[src/rtl/fetch_stage.sv]
// Instruction fetch stage: PC register, BOOT/RUN/HALT sequencing, IF/ID pipeline
// register with stall/flush/redirect handling, and a delivered-instruction counter.
module fetch_stage #(
  parameter int                       ADDRESS_WIDTH = 32,
  parameter logic [ADDRESS_WIDTH-1:0] RESET_PC      = '0
) (
  input  logic                     clk,
  input  logic                     rst,
  input  logic                     StallF,
  input  logic                     StallD,
  input  logic                     FlushD,
  input  logic                     PCSrcE,
  input  logic [ADDRESS_WIDTH-1:0] PCTargetE,
  output logic [ADDRESS_WIDTH-1:0] imem_addr,
  input  logic [ADDRESS_WIDTH-1:0] imem_rdata,
  output logic [ADDRESS_WIDTH-1:0] InstrD,
  output logic [ADDRESS_WIDTH-1:0] PCD,
  output logic [ADDRESS_WIDTH-1:0] PCPlus4D,
  output logic                     ValidD,
  output logic                     Halted,
  output logic [31:0]              FetchCount
);

  typedef enum logic [1:0] {BOOT, RUN, HALT} state_t;

  // addi x0,x0,0 -- what decode sees when IF/ID holds no real instruction
  localparam logic [ADDRESS_WIDTH-1:0] NOP = ADDRESS_WIDTH'(32'h0000_0013);

  state_t                   state_q, state_d;
  logic [ADDRESS_WIDTH-1:0] pcf_q, pcf_d, pcf_plus4;
  logic [ADDRESS_WIDTH-1:0] instr_q, pcd_q, pcplus4_q;
  logic                     valid_q;
  logic [31:0]              fetch_count_q;
  logic                     halt_detect, load_valid, load_bubble;

  // NOTE: every signal assigned in this always_comb gets a default first, so no
  // path leaves a value unassigned and no latch is inferred.
  always_comb begin
    pcf_plus4   = pcf_q + ADDRESS_WIDTH'(4);
    halt_detect = (state_q == RUN) && (imem_rdata == '0) && !StallF && !PCSrcE;
    state_d     = state_q;
    pcf_d       = pcf_q;
    load_valid  = 1'b0;
    load_bubble = 1'b0;

    case (state_q)
      BOOT:    state_d = RUN;
      RUN:     if (halt_detect) state_d = HALT;
      HALT:    if (PCSrcE) state_d = RUN;
      default: state_d = BOOT;
    endcase

    // A redirect wins over everything; a detected zero word parks the PC on itself.
    if (PCSrcE)
      pcf_d = PCTargetE;
    else if (state_q == RUN && !StallF && !halt_detect)
      pcf_d = pcf_plus4;

    if (FlushD)
      load_bubble = 1'b1;
    else if (!StallD) begin
      if (state_q != RUN || PCSrcE || halt_detect)
        load_bubble = 1'b1;
      else
        load_valid = 1'b1;
    end
  end

  // NOTE: state registers use non-blocking assignments so every flop samples
  // pre-edge values regardless of statement order.
  always_ff @(posedge clk) begin
    if (rst) begin
      state_q       <= BOOT;
      pcf_q         <= RESET_PC;
      instr_q       <= NOP;
      pcd_q         <= '0;
      pcplus4_q     <= '0;
      valid_q       <= 1'b0;
      fetch_count_q <= '0;
    end else begin
      state_q <= state_d;
      pcf_q   <= pcf_d;
      if (load_valid) begin
        instr_q       <= imem_rdata;
        pcd_q         <= pcf_q;
        pcplus4_q     <= pcf_plus4;
        valid_q       <= 1'b1;
        fetch_count_q <= fetch_count_q + 32'd1;
      end else if (load_bubble) begin
        instr_q   <= NOP;
        pcd_q     <= '0;
        pcplus4_q <= '0;
        valid_q   <= 1'b0;
      end
    end
  end

  assign imem_addr  = pcf_q;
  assign InstrD     = instr_q;
  assign PCD        = pcd_q;
  assign PCPlus4D   = pcplus4_q;
  assign ValidD     = valid_q;
  assign Halted     = (state_q == HALT);
  assign FetchCount = fetch_count_q;

endmodule

[config.mk]
export PLATFORM = sky130hd
export DESIGN_NAME = fetch_stage
export DESIGN_NICKNAME = d
export VERILOG_FILES = /design/src/rtl/fetch_stage.sv
export SDC_FILE = /design/constraint.sdc
export NUM_CORES = 1
export LEC_CHECK = 0
export ABC_AREA = 1
export CAP_MARGIN = 20
export CORE_UTILIZATION = 40
export CTS_CLUSTER_DIAMETER = 80
export DETAILED_ROUTE_END_ITERATION = 10
export PLACE_DENSITY = 0.72
export SETUP_SLACK_MARGIN = 0.4
export SYNTH_ARGS = -nofsm -noshare
export SYNTH_HDL_FRONTEND = slang
export SYNTH_SLANG_ARGS = --single-unit
[constraint.sdc]
create_clock -name clk -period 1.7 [get_ports clk]
set_input_delay 0.51 -clock clk [delete_from_list [all_inputs] [get_ports clk]]
set_output_delay 0.51 -clock clk [all_outputs]
set_load 0.03 [all_outputs]
== After elaboration in Yosys (flattened, before gate mapping) ==
Index checks and enable logic that the tools add are counted.

* Bits in registers: 163

* Add/sub/neg operators: 2
* Eq/ne operators: 5
* Muxes and demuxes: 18
* Reduce and logical (&&, ||, !) cells: 15

{| class="wikitable"
|+ Operators by type and width
! cell !! count
|-
| two-way mux 32 bit || 7
|-
| adder 32 x 1 -> 32 bit, second input constant || 1
|-
| adder 32 x 3 -> 32 bit, second input constant || 1
|-
| zero test 32 bit || 1
|-
| two-way mux 1 bit || 8
|-
| case mux 2 bit (3 select lines) || 1
|-
| logical AND 1 bit || 5
|-
| two-way mux 2 bit || 2
|-
| inequality test 2 bit, second input constant || 2
|-
| nonzero test 2 bit || 2
|-
| zero test 1 bit || 3
|-
| equality test 2 x 1 -> 1 bit, second input constant || 1
|-
| equality test 2 bit, second input constant || 1
|-
| zero test 2 bit || 1
|-
| logical OR 1 bit || 2
|-
| inequality test 2 x 1 -> 1 bit, second input constant || 1
|-
| AND reduction 2 bit || 1
|}

== Logic depth before layout (Yosys ltp) ==
Gate-level depths: netlist (run 1).

* Depth in word-level cells: 10
* Depth in mapped cells: 12

== Worst setup path after synthesis (run 1) ==
OpenSTA, ideal clock, no wires.

* Path kind: reg-to-reg
* Start point: register fetch_count_q[0] (netlist: FetchCount[0])
* End point: register fetch_count_q[30] (netlist: FetchCount[30])
* Clock period less this slack: 1,875 ps
* Stages on the path, launching flop included: 11
* Arrival: 1,742 ps
* Slack: -175 ps
* Buffers on the path: 0
* Required time: 1,568 ps
* Cells stage by stage: dfxtp_1 -> ha_1 -> inv_1 -> nor2_1 -> nand2_1 -> nor2_1 -> nand2_1 -> nand2_1 -> nand2_1 -> nand3_1 -> a21oi_1

* Word-level cells in the longest chain between the ends: 1

{| class="wikitable"
|+ Ends and longest elaborated chain
! what !! RTL line !! source
|-
| from (decl) || 33 || <nowiki>logic [31:0] fetch_count_q;</nowiki>
|-
| from (signal assigned) || 88 || <nowiki>fetch_count_q <= fetch_count_q + 32'd1;</nowiki>
|-
| adder 32 x 1 -> 32 bit || 88 ||
|}

Every way passes these cells.
A chain may end at the register's enable or synchronous reset.

== Final worst setup path (run 1) ==
* Start point: register state_q[0]
* End point: register instr_q[26] (netlist: InstrD[26])

* Word-level cells in the longest chain between the ends: 9
* Elaborated cells on any way between the ends: 15
* Those cells by class: 2 x eq/ne; 7 x mux; 6 x reduce/logical

{| class="wikitable"
|+ Ends and longest elaborated chain
! what !! RTL line !! source
|-
| from (decl) || 29 || <nowiki>state_t state_q, state_d;</nowiki>
|-
| from (signal assigned) || 81 || <nowiki>state_q <= state_d;</nowiki>
|-
| equality test 2 x 1 -> 1 bit || 40 || <nowiki>halt_detect = (state_q == RUN) && (imem_rdata == '0) && !StallF && !PCSrcE;</nowiki>
|-
| logical AND 1 bit (3 in a row) || 40 ||
|-
| logical OR 1 bit * || 62 || <nowiki>if (state_q != RUN || PCSrcE || halt_detect)</nowiki>
|-
| two-way mux 1 bit || 62 ||
|-
| two-way mux 1 bit || 61 || <nowiki>else if (!StallD) begin</nowiki>
|-
| two-way mux 1 bit || 59 || <nowiki>if (FlushD)</nowiki>
|-
| two-way mux 32 bit or nonzero test 2 bit (tied branches) || n/a ||
|-
| to (signal assigned) || 84 || <nowiki>instr_q <= imem_rdata;</nowiki>
|-
| to (decl) || 31 || <nowiki>logic [ADDRESS_WIDTH-1:0] instr_q, pcd_q, pcplus4_q;</nowiki>
|}

Mark *: on every way between the ends. The rest lies on a longest branch, timed or not.

==> qor.txt, run 1 <==
min setup slack post-route: -0.0516 ns
RSZ-0062 raised after global routing: true
clk root buf: clkbuf_16
register share of total power: 40.6%
Core ar.: 19,700 µm²
CP delay by family, top: simple AND/OR/NAND/NOR gates
gr ovfl total: 0
worst path arrival time: 2.07 ns
Mapped Area: 8120 µm²
initial core utilization: 41.3%
Pint: 6.84 mW
Hold-fix buffers, CTS: 0
Post-synth EDFFs: 0
DIE AREA: 20,900 µm²
Detail Placement HPWL: 21.7 mm
Crit Path Category: flop to flop
Mean Syn Cell Area: 6.51 µm²
first-pass GRT wire length: 47.4 mm
final slew viol count: 0
Vias per Instance: 5.46
critical-path cell list: inv_2 > nor2_4 > nand3_2 > nor2_2 > nand2_2 > nor2_4 > nor2_4 > buf_12 > buf_12 > clkbuf_16 > nand3_2 > a21oi_1
Residual DRC: 0
Most used DFF post-synth: dfxtp_1
Worst Hold Class: input pin to flop
count leader, synth: nand2_1
Row Count: 51
Pre-antenna DRT Iters: 7
Yosys warning count: 0
Startpoint Class: flop
Yosys top cell by area: dfxtp_1
Final Critical Period: 1.75 ns
most frequent cell on the critical path: nor2_4
status: complete, but fails checks
WP buf/inv: 4
vias in the first global route: 9,151
CTS tree: yes
Clk pin slew, worst setup/hold paths: 0.07 ns
P_sw: 2.75 mW
PwrDens: 671 nW/µm²
Clk Latency, worst-skew pair: 0.44 ns
drt wl/cell: 18.2 µm
Comb power frac: 17.3%
RePlAce Congestion: 0.977
Net Count, Synth: 1,320
Clk network pwr share: 42.1%
total track usage: 29.9%
normalized max-slew margin: 67.6%
Final ANT Viol Nets: 0
critical path fanouts, max: 7
initial antenna violation count: 1
Max stage delay on crit path: 0.33 ns
CTS buffer count: 17
IO Port Bufs: 231
share of layout cells above drive strength 1: 43.5%
Req. time, crit path: 2.02 ns
Worst setup EP type: flop
Setup WS pre-CTS: -0.658 ns
leakage: 5.38 nW
sequential share of the synthesized area: 39.7%
Starting DRT DRC Count: 906
nets: 1,672
synth unique cells: 27
Area growth syn-to-layout: 76.2%
Ports: 232
htree depth: 4
synth top area cells: dfxtp_1 (40%), nand2_1 (19%), nand3_1 (12%)
ys async rst share: 0%
post-synth top area share: 39.7%
CTS Sinks: 161
clk_skew: 0.0139 ns
WHS: 0.332 ns
Sw Share: 28.7%
Fin. Hold Viols: 0
largest net degree at the start of global routing: 95
Die Width: 144 µm
final setup vio count: 43
Worst Tran Pin Value: 0.487 ns
FMAX: 571 MHz
failing checks: negative setup slack
Die Y: 144 µm
Slowest cell on crit path: dfxtp_2
Seq cells post-synth: 161
Maximum Capacitance Violations: 0
top post-synthesis cells by count: nand2_1 (411), nand3_1 (189), dfxtp_1 (161)
final WL: 34.2 mm
Worst IR Drop VDD: 0.724 mV
part of the cycle the worst path needs: 103%
DR vias: 10,300
Clock Tree Buf Depth: 2
fillers: 1,501
Syn Inst Count: 1,248
[per-stage QoR]
stage          power [mW]  TNS (ns)  utilization, %  area [µm²]  cells
2_1_floorplan        4.61         0               -        8460   1248
3_3_place_gp         5.24    -74.09            59.9       11800   1781
3_5_place_dp         5.25    -79.05            59.9       11800   1781
4_1_cts              9.34         0            67.3       13200   1854
5_1_grt              9.85     -5.61            72.8       14300   1879
6_report             9.59    -0.596            72.8       14300   1879
[layout make-up]
| class | instances | area [µm²] | area share [%] |
|---|---|---|---|
| antenna | 1 | 2.50 | 0.0175 |
| timing repair buffer | 406 | 4270 | 29.9 |
| tap | 265 | 332 | 2.32 |
| clock inverter | 13 | 146 | 1.02 |
| multi-input combinational | 955 | 5430 | 38.0 |
| sequential | 161 | 3440 | 24.0 |
| clock buffer | 19 | 464 | 3.24 |
| inverter | 59 | 221 | 1.55 |
[cell usage in the layout, fill, tap and decap left out, types with 8 or more instances in the layout]
master             n
nand3_4           25
clkbuf_2          18
nand3b_1          18
dfxtp_1           58
dfxtp_2           69
nor2_2            32
nor2_1            74
buf_6            109
clkdlybuf4s15_2   48
nand3_2           50
dlygate4sd2_1     10
buf_12            27
dfxtp_4           34
a21oi_1          107
buf_4            138
inv_1             52
clkbuf_16         24
nor2_4            29
nand2_2           15
clkdlybuf4s50_1   32
nand4_1           10
nand2_1          393
o21ai_0            8
a21oi_2           38
nand3_1          115
xor2_1            15
[state kept, by name, indices dropped and copies added, names as in the netlist]
name and cells:
FetchCount 32, ValidD 1, PCPlus4D 30, InstrD 32, state_q 2, PCD 32
imem_addr 32
[worst reg2reg max path: cells and delay by family, from the launching register on]
family / cells / cell delay (ns)
and+or+nand+nor: 7 / 0.73
buffers and inverters: 4 / 0.51
DFF: 1 / 0.33
AOI/OAI and AO/OA: 1 / 0.07
[metal layers]
layer  wire length, µm  up-vias  global-route usage, %
li1                  -     4772                      -
met2             16600      547                   49.1
met5                 0        -                      0
met4              1350        0                   13.2
met3              3260      107                   7.78
met1             13000     4837                   36.6
[power by group through the flow]
stage	combinational (mW)	sequential [mW]	clock (mW)
3_3_place_gp	1.23	4.01	0
4_1_cts	1.40	3.90	4.04
3_5_place_dp	1.24	4.01	0
2_1_floorplan	0.495	4.11	0
6_report	1.66	3.89	4.04
5_1_grt	1.73	3.90	4.23
[timing repair]
action                                  in CTS  in global routing
setup buffers                               35                 18
pin swaps                                   25                 38
gates resized for setup                   1010                282
cloned                                       6                  6
endpoints found under the setup margin     323                321
[kinds of logic after synthesis]
logic type	after synthesis	share of synthesized area, %
AND/OR/NAND/NOR	766	40.2
buffers and inverters	132	6.95
flip-flops	161	39.7
XOR/XNOR	25	2.70
AO/OA/AOI/OAI	162	10.1
adder cells (fa/ha/maj)	2	0.308
[worst paths after layout]
path                        from      endpoint  slack, ns  depth (start not counted)
hold reg to reg     PCPlus4D[17]  PCPlus4D[17]       0.47                          2
hold / removal    imem_rdata[22]    InstrD[22]       0.33                          3
setup / recovery      state_q[0]    InstrD[26]      -0.05                         12
setup reg to reg      state_q[0]    InstrD[26]      -0.05                         12
Power figures use the tool's default switching activity.
==> inputs of run 2 (changes only) <==
Settings changed: CELL_PAD_IN_SITES_DETAIL_PLACEMENT set to 1, CELL_PAD_IN_SITES_GLOBAL_PLACEMENT set to 1, CORE_UTILIZATION 40 to 30, PLACE_DENSITY 0.72 to unset, PLACE_DENSITY_LB_ADDON set to 0.1, SKIP_LAST_GASP set to 1.
==> run 2 against run 1 <==
  * The run ends with design-rule violations, negative setup slack left
  * Die area is 33% higher
  * First-iteration DRC count decreased by 28%
  * Critical path depth is 3 lower
  * Utilization fell by 15 points
  * Worst setup slack got worse by 0.010 ns
  * Cell area rose by 6.8%
  * Sequential share of layout area is 1.1 points lower
  * Worst hold slack improved by 0.019 ns
  * Power rose by 1.1%
  * Highest routed layer is now met5
  * Routed wire length increased by 20%
  * Largest power group unchanged
==> qor.txt, run 2 (synthesis gave the netlist of run 1 again) <==
Final Critical Period: 1.76 ns
initial core utilization: 30.9%
Final ANT Viol Nets: 0
Pwr Total: 9.70 mW
Area growth syn-to-layout: 88.2%
failing checks: design-rule violations, negative setup slack
commonest non-fill, non-tap cell in the layout: nand2_1
DIE AREA: 27,700 µm²
nets: 1,721
Clk pin slew, worst setup/hold paths: 0.08 ns
Starting DRT DRC Count: 651
vias in the first global route: 10,300
gr ovfl total: 0
Ports: 232
R2R cell count: 9
final WL: 41.2 mm
WHS: 0.352 ns
DR vias: 10,400
Reg2Reg Setup Slack: -0.06 ns
Worst Hold Class: input pin to flop
placed cell area: 12,100 µm²
total track usage: 26.4%
fin util: 58.2%
htree depth: 4
CTS tree: yes
Setup WS pre-CTS: -0.797 ns
Setup crit start: imem_addr[2]
origin of the critical flop-to-flop path: imem_addr[2]
Worst Tran Pin Value: 0.452 ns
Crit Path Category: flop to flop
Residual DRC: 11
FMAX: 568 MHz
drt wl/cell: 20.6 µm
Clock Tree Buf Depth: 2
Die Y: 167 µm
Pre-antenna DRT Iters: 11
R2R Path End: imem_addr[9]
Row Count: 59
Worst IR Drop VDD: 0.552 mV
Clk Latency, worst-skew pair: 0.45 ns
crit path to: imem_addr[9]
Detail Placement HPWL: 24.9 mm
final setup vio count: 15
Core ar.: 26,300 µm²
clk_skew: 0.0206 ns
PwrDens: 635 nW/µm²
share of layout cells above drive strength 1: 50.9%
Antenna Cells: 0
leakage: 5.95 nW
Worst setup EP type: flop
worst path arrival time: 2.07 ns
RSZ-0062 raised after global routing: true
final slew viol count: 0
Req. time, crit path: 2.01 ns
largest net degree at the start of global routing: 60
first-pass GRT wire length: 57.7 mm
Fin. Hold Viols: 0
Maximum Capacitance Violations: 0
critical path fanouts, max: 5
Die Width: 167 µm
CTS Sinks: 161
Hold-fix buffers, CTS: 0
RePlAce Congestion: 0.852
CTS buffer count: 17
initial antenna violation count: 1
min setup slack post-route: -0.0619 ns
status: complete, but fails checks
Startpoint Class: flop
Final Cell Area: 15,300 µm²
part of the cycle the worst path needs: 104%
Vias per Instance: 5.20
most frequent cells in the layout: nand2_1 (357), buf_6 (176), buf_4 (155)
IO Port Bufs: 231
clk root buf: clkbuf_16
normalized max-slew margin: 69.8%
-- run 2: cell types whose count changed in the layout (fill, tap and decap cells not counted), moves of 18 or more --
cell             change
clkdlybuf4s15_2     -40
buf_6               +67
dfxtp_1             -51
nand2_1             -36
buf_12              +18
nand2_2             +26
dfxtp_2             +47
-- run 2: worst min path at each step --
| stage | from | to | depth (start not counted) |
|---|---|---|---|
| final | imem_rdata[14] | InstrD[14] | 3 |
| after global routing | imem_rdata[14] | InstrD[14] | 3 |
| after CTS | imem_rdata[14] | InstrD[14] | 3 |
| after detailed placement | InstrD[5] | InstrD[5] | 2 |
| after global placement | InstrD[11] | InstrD[11] | 2 |
| after floorplan | FetchCount[6] | FetchCount[6] | 2 |
-- run 2: report_power, final --
part / internal, mW / switching [mW]
clock network: 2.09 / 1.92
registers: 3.80 / 0.106
logic: 0.795 / 0.990
total: 6.68 / 3.02
-- run 2: cell type report --
class | instances | area, µm²
Sequential cell | 161 | 3510
Fill cell | 3115 | 11000
Timing Repair Buffer | 455 | 4970
Tap cell | 335 | 419
Clock buffer | 19 | 433
Multi-Input combinational cell | 955 | 5580
Inverter | 59 | 226
Clock inverter | 13 | 144
-- run 2: metrics by stage --
step / instances / setup TNS (ns)
final: 1997 / -0.328
after detailed placement: 1858 / -93.44
after CTS: 1943 / -0.862
after global placement: 1858 / -87.99
after floorplan: 1248 / 0
after global routing: 1997 / -6.01
-- run 2: repair_timing --
item	CTS	global route
gates cloned	4	10
setup endpoints to repair	321	323
gates resized for setup	1224	285
setup buffers	49	44
pin swaps	39	56
-- run 2: worst max-delay path: stages, from the launching register on --
cell	delay, ns
dfxtp_4	0.39
buf_4	0.12
inv_1	0.07
nor2_4	0.14
nand2_4	0.09
buf_4	0.14
xor2_1	0.33
o21ai_1	0.19
nand2_4	0.11
a21oi_2	0.05
-- run 2: layer usage --
metal	global-route usage [%]	wire, µm	vias up
met3	5.89	2050	61
met1	34.6	18300	5146
li1	-	-	4880
met4	7.57	903	2
met2	43.2	19900	303
met5	0	13	-
==> inputs of run 3 (changes only) <==
Settings changed: CELL_PAD_IN_SITES_DETAIL_PLACEMENT 1 to unset, CELL_PAD_IN_SITES_GLOBAL_PLACEMENT 1 to unset, CORE_ASPECT_RATIO set to 1.1, CORE_UTILIZATION 30 to 40, PLACE_DENSITY set to 0.72, PLACE_DENSITY_LB_ADDON 0.1 to unset.
==> run 3 against run 2 <==
  * The flow finishes with violations (negative setup slack)
  * Clock skew decreased by 0.0066 ns
  * Via count fell by 4.6%
  * Fmax up 1.6%
  * Global-route usage grew 2.8 points
  * First-iteration DRC count rose by 44%
  * Utilization grew 9.7 points
  * Critical path type unchanged
==> qor.txt, run 3 (synthesis gave the netlist of run 1 again) <==
share of layout cells above drive strength 1: 34.6%
vias in the first global route: 8,917
Area growth syn-to-layout: 66.0%
CTS Sinks: 161
placed cell area: 11,600 µm²
leakage: 5.18 nW
final slew viol count: 0
RSZ-0062 raised after global routing: true
initial antenna violation count: 0
Pwr Total: 9.16 mW
drt wl/cell: 17.6 µm
Detail Placement HPWL: 21.1 mm
Crit Path Category: flop to flop
Worst Hold Class: flop to flop
Reg2Reg Setup Slack: -0.03 ns
normalized max-slew margin: 53.8%
Hold-fix buffers, CTS: 0
CTS buffer count: 17
Clk pin slew, worst setup/hold paths: 0.07 ns
Final Cell Area: 13,500 µm²
Final ANT Viol Nets: 0
PwrDens: 680 nW/µm²
Starting DRT DRC Count: 935
total track usage: 29.1%
IO Port Bufs: 231
Clock Tree Buf Depth: 2
Req. time, crit path: 1.99 ns
commonest non-fill, non-tap cell in the layout: nand2_1
Final Critical Period: 1.73 ns
min setup slack post-route: -0.0345 ns
Max stage delay on crit path: 0.35 ns
DR vias: 9,919
status: complete, but fails checks
clk_skew: 0.0140 ns
critical path fanouts, max: 6
Core ar.: 19,900 µm²
RePlAce Congestion: 0.915
Maximum Capacitance Violations: 0
Worst setup EP type: flop
first-pass GRT wire length: 47.0 mm
nets: 1,639
htree depth: 4
Clk Latency, worst-skew pair: 0.43 ns
Residual DRC: 0
Vias per Instance: 5.41
most frequent cells in the layout: nand2_1 (379), nand3_1 (168), a21oi_1 (129)
FMAX: 577 MHz
initial core utilization: 40.9%
Die Y: 151 µm
DIE AREA: 20,900 µm²
clk root buf: clkbuf_16
Worst Tran Pin Value: 0.694 ns
Startpoint Class: flop
worst path arrival time: 2.02 ns
Pre-antenna DRT Iters: 5
critical-path cell list: inv_2 > nor2_4 > buf_6 > nand4_1 > nor2_2 > nand2_4 > nand2_8 > nand2_8 > clkbuf_16 > nand2_2 > a21oi_2
part of the cycle the worst path needs: 102%
gr ovfl total: 0
Die Width: 138 µm
Worst IR Drop VDD: 0.749 mV
Antenna Cells: 0
final setup vio count: 15
Fin. Hold Viols: 0
Ports: 232
failing checks: negative setup slack
Row Count: 54
most frequent cell on the critical path: nand2_8
largest net degree at the start of global routing: 143
Slowest cell on crit path: dfxtp_2
CTS tree: yes
final WL: 32.3 mm
## run 3: area by class of cell
| class | instances | area [µm²] |
|---|---|---|
| fillers | 1694 | 6390 |
| well taps | 252 | 315 |
| multi-input cells | 956 | 4940 |
| inverters | 59 | 221 |
| repair buffers | 372 | 4010 |
| clock buffers | 19 | 433 |
| flip-flops and latches | 161 | 3420 |
| clock inverters | 13 | 128 |
## run 3: final timing paths
path	from	endpoint	depth (start not counted)
setup reg to reg	state_q[0]	imem_addr[7]	11
setup / recovery	state_q[0]	imem_addr[7]	11
hold / removal	InstrD[27]	InstrD[27]	2
hold reg to reg	InstrD[27]	InstrD[27]	2
## run 3: repair_timing
action	CTS	global route
setup endpoints to repair	323	322
pin swaps	20	25
setup buffers	32	5
resized for setup	961	107
cloned	3	10
## run 3: critical path: cells and delay by family (launching register included)
family | cells | cell delay (ns)
AND/OR/NAND/NOR | 7 | 0.83
flip-flops | 1 | 0.35
buffers and inverters | 3 | 0.35
AO/OA/AOI/OAI | 1 | 0.05
## run 3: per-stage QoR
step / cells / hold slack [ns] / utilization [%] / setup slack, ns / setup TNS, ns
3_3_place_gp: 1750 / 0.450 / 58.3 / -0.713 / -101.87
5_1_grt: 1832 / 0.483 / 67.8 / -0.0926 / -2.45
3_5_place_dp: 1750 / 0.456 / 58.3 / -0.723 / -104.86
6_report: 1832 / 0.465 / 67.8 / -0.0345 / -0.254
2_1_floorplan: 1248 / 0.524 / - / 0.144 / 0
4_1_cts: 1817 / 0.466 / 64.6 / 0.0549 / 0
## run 3: per-layer routing
| metal | track usage, % | wire length (µm) |
|---|---|---|
| met4 | 11.0 | 1130 |
| met2 | 46.7 | 15100 |
| met3 | 5.99 | 2830 |
| met5 | 0 | 0 |
| met1 | 38.1 | 13200 |
## run 3: where the power goes
part / internal, mW / total (mW) / switching, mW
logic: 0.663 / 1.50 / 0.840
clock network: 2.05 / 3.75 / 1.70
registers: 3.81 / 3.91 / 0.102
total: 6.52 / 9.16 / 2.65
